## src/rtl/cacheline_adapter_pkg.sv

```systemverilog
// cacheline_adapter_pkg: state enum, default widths and beat-count helper for cacheline_adapter
package cacheline_adapter_pkg;
  typedef enum logic [1:0] {IDLE, READ, WRITE, DONE} state_t;
  localparam int LINE_W_DEF = 256;
  localparam int BURST_W_DEF = 64;
  localparam int ADDR_W_DEF = 32;
  function automatic int beats_f(input int line_w, input int burst_w);
    return line_w / burst_w;
  endfunction
endpackage

```

## src/rtl/cacheline_adapter.sv

```systemverilog
// cacheline_adapter: cache line <-> memory burst bridge (cache: read_i/write_i/address_i/line_i/line_o/resp_o, memory: address_o/read_o/write_o/burst_o/burst_i/resp_i), CACHELINE_ADAPTER_ALIGN_EN forces line-aligned address_o
module cacheline_adapter
  import cacheline_adapter_pkg::*;
#(
  parameter int LINE_W = LINE_W_DEF,
  parameter int BURST_W = BURST_W_DEF,
  parameter int ADDR_W = ADDR_W_DEF
) (
  input  logic               clk,
  input  logic               rst,
  input  logic               read_i,
  input  logic               write_i,
  input  logic [ADDR_W-1:0]  address_i,
  input  logic [LINE_W-1:0]  line_i,
  output logic [LINE_W-1:0]  line_o,
  output logic               resp_o,
  output logic [ADDR_W-1:0]  address_o,
  output logic               read_o,
  output logic               write_o,
  output logic [BURST_W-1:0] burst_o,
  input  logic [BURST_W-1:0] burst_i,
  input  logic               resp_i
);
  localparam int BEATS = beats_f(LINE_W, BURST_W);
  localparam int CW = BEATS > 1 ? $clog2(BEATS) : 1;
  state_t state;
  logic [CW-1:0] cnt;
  logic [LINE_W-1:0] line_buf;
  logic [ADDR_W-1:0] addr_in;
  logic last;
`ifdef CACHELINE_ADAPTER_ALIGN_EN
  localparam int AB = $clog2(LINE_W / 8);
  assign addr_in = {address_i[ADDR_W-1:AB], {AB{1'b0}}};
`else
  assign addr_in = address_i;
`endif
  assign last = cnt == CW'(BEATS - 1);
  assign burst_o = write_o ? line_buf[int'(cnt)*BURST_W +: BURST_W] : '0;
  always_ff @(posedge clk) begin
    if (rst) begin
      state <= IDLE;
      cnt <= '0;
      line_o <= '0;
      line_buf <= '0;
      address_o <= '0;
      read_o <= 1'b0;
      write_o <= 1'b0;
      resp_o <= 1'b0;
    end else begin
      resp_o <= 1'b0;
      case (state)
        IDLE: if (write_i || read_i) begin
          address_o <= addr_in;
          cnt <= '0;
          if (write_i) begin
            state <= WRITE;
            write_o <= 1'b1;
            line_buf <= line_i;
          end else begin
            state <= READ;
            read_o <= 1'b1;
          end
        end
        READ: if (resp_i) begin
          line_o[int'(cnt)*BURST_W +: BURST_W] <= burst_i;
          cnt <= last ? '0 : cnt + 1'b1;
          if (last) begin
            state <= DONE;
            read_o <= 1'b0;
            resp_o <= 1'b1;
          end
        end
        WRITE: if (resp_i) begin
          cnt <= last ? '0 : cnt + 1'b1;
          if (last) begin
            state <= DONE;
            write_o <= 1'b0;
            resp_o <= 1'b1;
          end
        end
        default: state <= IDLE;
      endcase
    end
  end
endmodule

```

## config.mk

```make
export PLATFORM = sky130hd
export DESIGN_NAME = cacheline_adapter
export DESIGN_NICKNAME = d
export VERILOG_FILES = /design/src/rtl/cacheline_adapter_pkg.sv /design/src/rtl/cacheline_adapter.sv
export SDC_FILE = /design/constraint.sdc
export NUM_CORES = 1
export LEC_CHECK = 0
export CELL_PAD_IN_SITES_DETAIL_PLACEMENT = 0
export CELL_PAD_IN_SITES_GLOBAL_PLACEMENT = 1
export CORE_AREA = 4 4 275 277
export DETAILED_ROUTE_END_ITERATION = 10
export DIE_AREA = 0 0 279 281
export PLACE_DENSITY_LB_ADDON = 0.1
export SLEW_MARGIN = 20
export SYNTH_ARGS = -nofsm -noshare
export SYNTH_HDL_FRONTEND = slang
export SYNTH_SLANG_ARGS = --single-unit
```

## constraint.sdc

```tcl
create_clock -name clk -period 2.6 [get_ports clk]
set_clock_uncertainty 0.15 [all_clocks]
set_input_delay 0.52 -clock clk [delete_from_list [all_inputs] [get_ports clk]]
set_output_delay 0.52 -clock clk [all_outputs]
set_load 0.005 [all_outputs]
```

# == After elaboration in Yosys (flattened, before gate mapping) ==
# Index checks and enable logic that the tools add are counted.
# totals
input_bits,357
ff_bits,551
output_inout_bits,355
# classes
n_shift,3
bitwise_logic,2
n_reduce_logical,14
add_sub_neg,2
n_eq_ne,12
n_mux,20
# op_table
operator,count
$bwmux 256,1
$shift 64x33->256 const A,1
$shiftx 256x9->64,1
$shiftx 64x33->256,1
$mux 64,1
$neg 8->33,1
$mux 2,7
$ne 2x2->1 const B,7
$reduce_and 5->1,2
$reduce_and 3->1,3
$pmux 2 s2,2
$mux 1,7
$reduce_bool 2->1,3
$eq 2x2->1 const B,2
$ne 2x1->1 const B,2
$pmux 1 s2,2
$reduce_and 2->1,2
$reduce_or 3->1,1
$add 2x1->2 const B,1
$eq 2x1->1 const B,1
$logic_not 2->1,1
$not 1->1,2
$reduce_or 2->1,1
$logic_or 1x1->1,1

# == Depth between registers and ports, before layout ==
# depth
ltp_word,4
depth_mapped,10
depth_no_buf,5

# == Least setup slack after synthesis ==
# No wires, ideal clock.
# synth_path
kind,register to register
from,register cnt[1]
to,register line_o[209]
path_buffers,5
required_ps,2333
slack_ps,159
path_stages_with_launch,11
t_arrival_ps,2174
path_cell_list,dfxtp_1 buf_2 buf_2 inv_1 ha_1 and3b_1 buf_2 and3_4 buf_6 buf_6 a22o_1
# synth_between
elab_chain_len,3
word_cells_on_any_way,4
# synth_lines
element,line_no,text
from (decl),cacheline_adapter.sv:27,logic [CW-1:0] cnt;
from (signal assigned),cacheline_adapter.sv:66,cnt <= last ? '0 : cnt + 1'b1;
from (signal assigned),cacheline_adapter.sv:74,cnt <= last ? '0 : cnt + 1'b1;
$neg 8->33 *,cacheline_adapter.sv:65,line_o[int'(cnt)*BURST_W +: BURST_W] <= burst_i;
$shiftx 64x33->256 or $shift 64x33->256 (tied branches),cacheline_adapter.sv:65,
$bwmux 256 *,cacheline_adapter.sv:65,
"to (signal, indexed assignment)",cacheline_adapter.sv:65,
to (decl),cacheline_adapter.sv:15,"output logic [LINE_W-1:0] line_o,"
# Mark *: on every way between the ends. The rest lies on a longest branch, timed or not.
# A chain may end at the register's enable or synchronous reset.

# == Final worst setup path ==
# layout_path
from,register cnt[0]
to,output burst_o[19]
# layout_between
elab_chain_len,2
# layout_lines
element,line_no,text
$shiftx 256x9->64,cacheline_adapter.sv:38,assign burst_o = write_o ? line_buf[int'(cnt)*BURST_W +: BURST_W] : '0;
$mux 64,cacheline_adapter.sv:38,
to (decl),cacheline_adapter.sv:20,"output logic [BURST_W-1:0] burst_o,"
# No other way between the ends.

==> results.txt <==
- CTS Buf Count: 67
- Broken down by cell family, the worst path's largest delay share belongs to buffers and inverters.
- Worst setup slack after layout: -297.7 ps
* Half-perimeter wire length after placement: roughly 61000 um
- STA classifies the critical path endpoint as an output pin.
- GRT Util Overall: between 20% and 30%
- The clock tree synthesis step divided the H-tree into 3 levels.
- Master cell of the clock root buffer: sky130_fd_sc_hd__clkbuf_16
- In this run the power density over the cells is between 800 and 900 nW/um^2.
* First-pass GRT wire length: approximately 130000 um
* Number of nets with antenna violations after routing: 0
* Cell with the biggest individual delay on the critical path: sky130_fd_sc_hd__mux4_2
* Most common library cell in the layout ignoring fill and taps: sky130_fd_sc_hd__clkdlybuf4s50_1
* Die Span Y: between 200 and 300 um
* Yosys warning count: 0
- Post-route core utilization: 44.17%
* Number of remaining DRC errors: 0
* Commonest cells after routing, fill and taps aside: sky130_fd_sc_hd__clkdlybuf4s50_1 (646), sky130_fd_sc_hd__nand2_1 (641), sky130_fd_sc_hd__dfxtp_1 (548)
* HP Class: register to register
- Via count: approximately 19000
- The number of nets in the synthesized netlist is approximately 2600.
- The number of buffers and inverters on the critical path is 5.
* Maximum fanout encountered on the critical timing path: 6
* Pleak: ~12 nW
* Via count of the first global-routing pass: 19140
- Area inside the core boundary: around 73000 um^2
- The signal on the critical path passes through buf_12 -> buf_12 -> buf_16 -> buf_12 -> mux4_2 -> and2_4 -> buf_6.
* Critical path's largest stage delay: ~500 ps
- The count of final max-slew check failures is 0.
- Worst endpoint required time: between 1500 and 2000 ps
- For this run, the post-layout net count is 3269.
- Violations in the final reports: negative setup slack
- Max-Cap Viols: 0
- Final worst path period share: 111.4%
- Hold is met by roughly 300 ps.
- First-pass iteration count of the detailed router: 5
- The number of different library cells used by synthesis comes to 36.
- Compared with the post-synthesis result, the final layout area differs by 56.21%.
* Wirelength per Cell: approximately 23 um
- The later pin in the worst-skew pair is clocked with a latency of approximately 570 ps.
* Effective utilization at floorplan: between 20% and 30%
- Clock transition at the registers of the reported paths: about 60 ps
- Entering global routing, the biggest net connects ~160 pins.
- Relative slew slack: a little under half
* Total Die Area: between 70000 and 80000 um^2
* Port Buf Inserts: roughly 710
- Setup violations remaining at the end of the flow were counted as between 60 and 70.
- Worst vdd rail ir drop: ~0.55 mV
* RSZ-0062 raised after global routing: true
* Final hold vios: 0
- Number of instances in the synthesized netlist: between 2000 and 2500
* CP dominant cell by count: sky130_fd_sc_hd__buf_12
- After detailed routing, the number of vias per cell comes to ~4.9.
- The worst path in the final design needs a cycle of 2898 ps, including I/O delays and setup.
- Achievable frequency: approximately 0.35 GHz
- Gr ovfl total: 0
- At the worst endpoint, the arrival time is 2230 ps.
* Sequential-to-total area share from yosys stat: between 50% and 60%
- The number of antenna violations at the first check in global routing is 33.
- The post-route netlist has between 10% and 20% of its cells at a drive strength greater than 1.
- After the first detailed-routing iteration, the DRC count stood at between 1000 and 1500.
* Total negative setup slack: -12490 ps
* Routed wire length: between 80000 and 90000 um
* Routability Congestion: around 0.85
- For the pin with the worst max-slew slack, the measured transition is a little over 800 ps.
- Average size of a mapped cell: about 9.3 um^2
* Pre-CTS worst setup slack: -64.93 ps
- STA classifies the critical path startpoint as a register.
- Synth Cell Area: a little over 20000 um^2
* Clock tree from TritonCTS: done
* Cell Rows: 99
- Post-synthesis sequential element count: ~550
* Clock buffer depth: 3
* CP Class: register to output pin
- approximately 710 I/O pins were placed.
* Die outline width: roughly 280 um
* Run status: finished, violations left
* Total clock sinks: ~550
## registers in the layout (all words and copies together) (netlist names)
register	flops
address_o	32
cnt	2
line_buf	256
line_o	256
read_o	1
resp_o	1
state	2
write_o	1
## cells in the mapped netlist (all sizes together)
cell / count / area share, %
nand2: 642 / 12
dfxtp: 551 / 54
a21oi: 356 / 8.7
a22o: 176 / 7.5
buf: 99 / 3.0
clkbuf: 93 / 1.7
nand3: 67 / 1.6
and2: 65 / 2.0
mux4: 64 / 7.0
nor2: 18 / 0.33
a32oi: 16 / 0.68
ha: 12 / 0.73
inv: 7 / 0.13
o21ai: 6 / 0.15
and3: 5 / 0.20
a31oi: 4 / 0.15
nand2b: 4 / 0.12
a2111o: 3 / 0.16
and3b: 3 / 0.13
a211oi: 2 / 0.073
mux2i: 2 / 0.097
nor3b: 2 / 0.097
a21boi: 1 / 0.036
nand4b: 1 / 0.043
nor2b: 1 / 0.030
nor3: 1 / 0.024
o21a: 1 / 0.036
o21bai: 1 / 0.036
or4: 1 / 0.036
## cell type report
cell class | instances | area, um^2
flip-flops and latches | 551 | 11040
multi-input cells | 1460 | 8895
well taps | 959 | 1200
repair buffers | 813 | 8656
diodes | 31 | 77.57
clock inverters | 20 | 240.2
fillers | 7041 | 40660
clock buffers | 100 | 2034
inverters | 7 | 28.78
## logic make-up after synthesis
kind of cell / share of synthesized area [%]
fa+ha+maj: 0.7290
compound gates: 17.46
buf+inv: 4.842
simple gates: 16.31
flops: 53.56
mux: 7.096
## worst paths after layout
check / slack (ps) / to / depth (start not counted) / startpoint
setup / recovery: -300 / burst_o[19] / 7 / cnt[0]
hold / removal: 300 / line_o[6] / 2 / line_o[6]
setup reg to reg: 0 / line_o[1] / 11 / cnt[0]
hold reg to reg: 300 / line_o[6] / 2 / line_o[6]
## metrics by stage
stage / std cells / cell area [um^2] / total power [mW]
3_3_place_gp: 3737 / 28760 / 16.70
4_1_cts: 3894 / 31770 / 27.31
2_1_floorplan: 2204 / 20590 / 13.68
3_5_place_dp: 3737 / 28760 / 16.79
5_1_grt: 3933 / 32150 / 28.79
6_report: 3941 / 32170 / 27.40
## worst register-to-register path, cell delays in order (launching register included)
cell and delay (ps):
sky130_fd_sc_hd__dfxtp_4 360, sky130_fd_sc_hd__buf_12 130, sky130_fd_sc_hd__buf_12 140, sky130_fd_sc_hd__buf_4 130, sky130_fd_sc_hd__buf_6 130, sky130_fd_sc_hd__inv_4 70, sky130_fd_sc_hd__ha_4 200, sky130_fd_sc_hd__buf_4 150
sky130_fd_sc_hd__nor3b_4 380, sky130_fd_sc_hd__buf_6 390, sky130_fd_sc_hd__nand3_1 160, sky130_fd_sc_hd__a21oi_1 170
## per-layer routing
layer	part of all wire, %	vias up	global-route usage, %
li1	-	9064	-
met1	41	9273	25.75
met3	6.2	162	5.217
met5	0.081	-	0
met2	49	651	36.13
met4	4.0	10	9.748
## power by group
group	internal [mW]	total (mW)	leakage, nW	switching (mW)
clock	5.83	9.57	1.12	3.74
sequential	9.32	9.80	4.49	0.486
combinational	3.78	8.03	6.27	4.26
total	18.9	27.4	11.9	8.48
## timing repair
action	CTS	global route
cloned	9	4
gates resized for setup	403	50
buffers inserted	28	18
setup endpoints to repair	119	144
hold buffers	1	0
pin swaps	4	7
endpoints found under the hold margin	1	0
No activity file was read; power rests on OpenSTA's default activity.
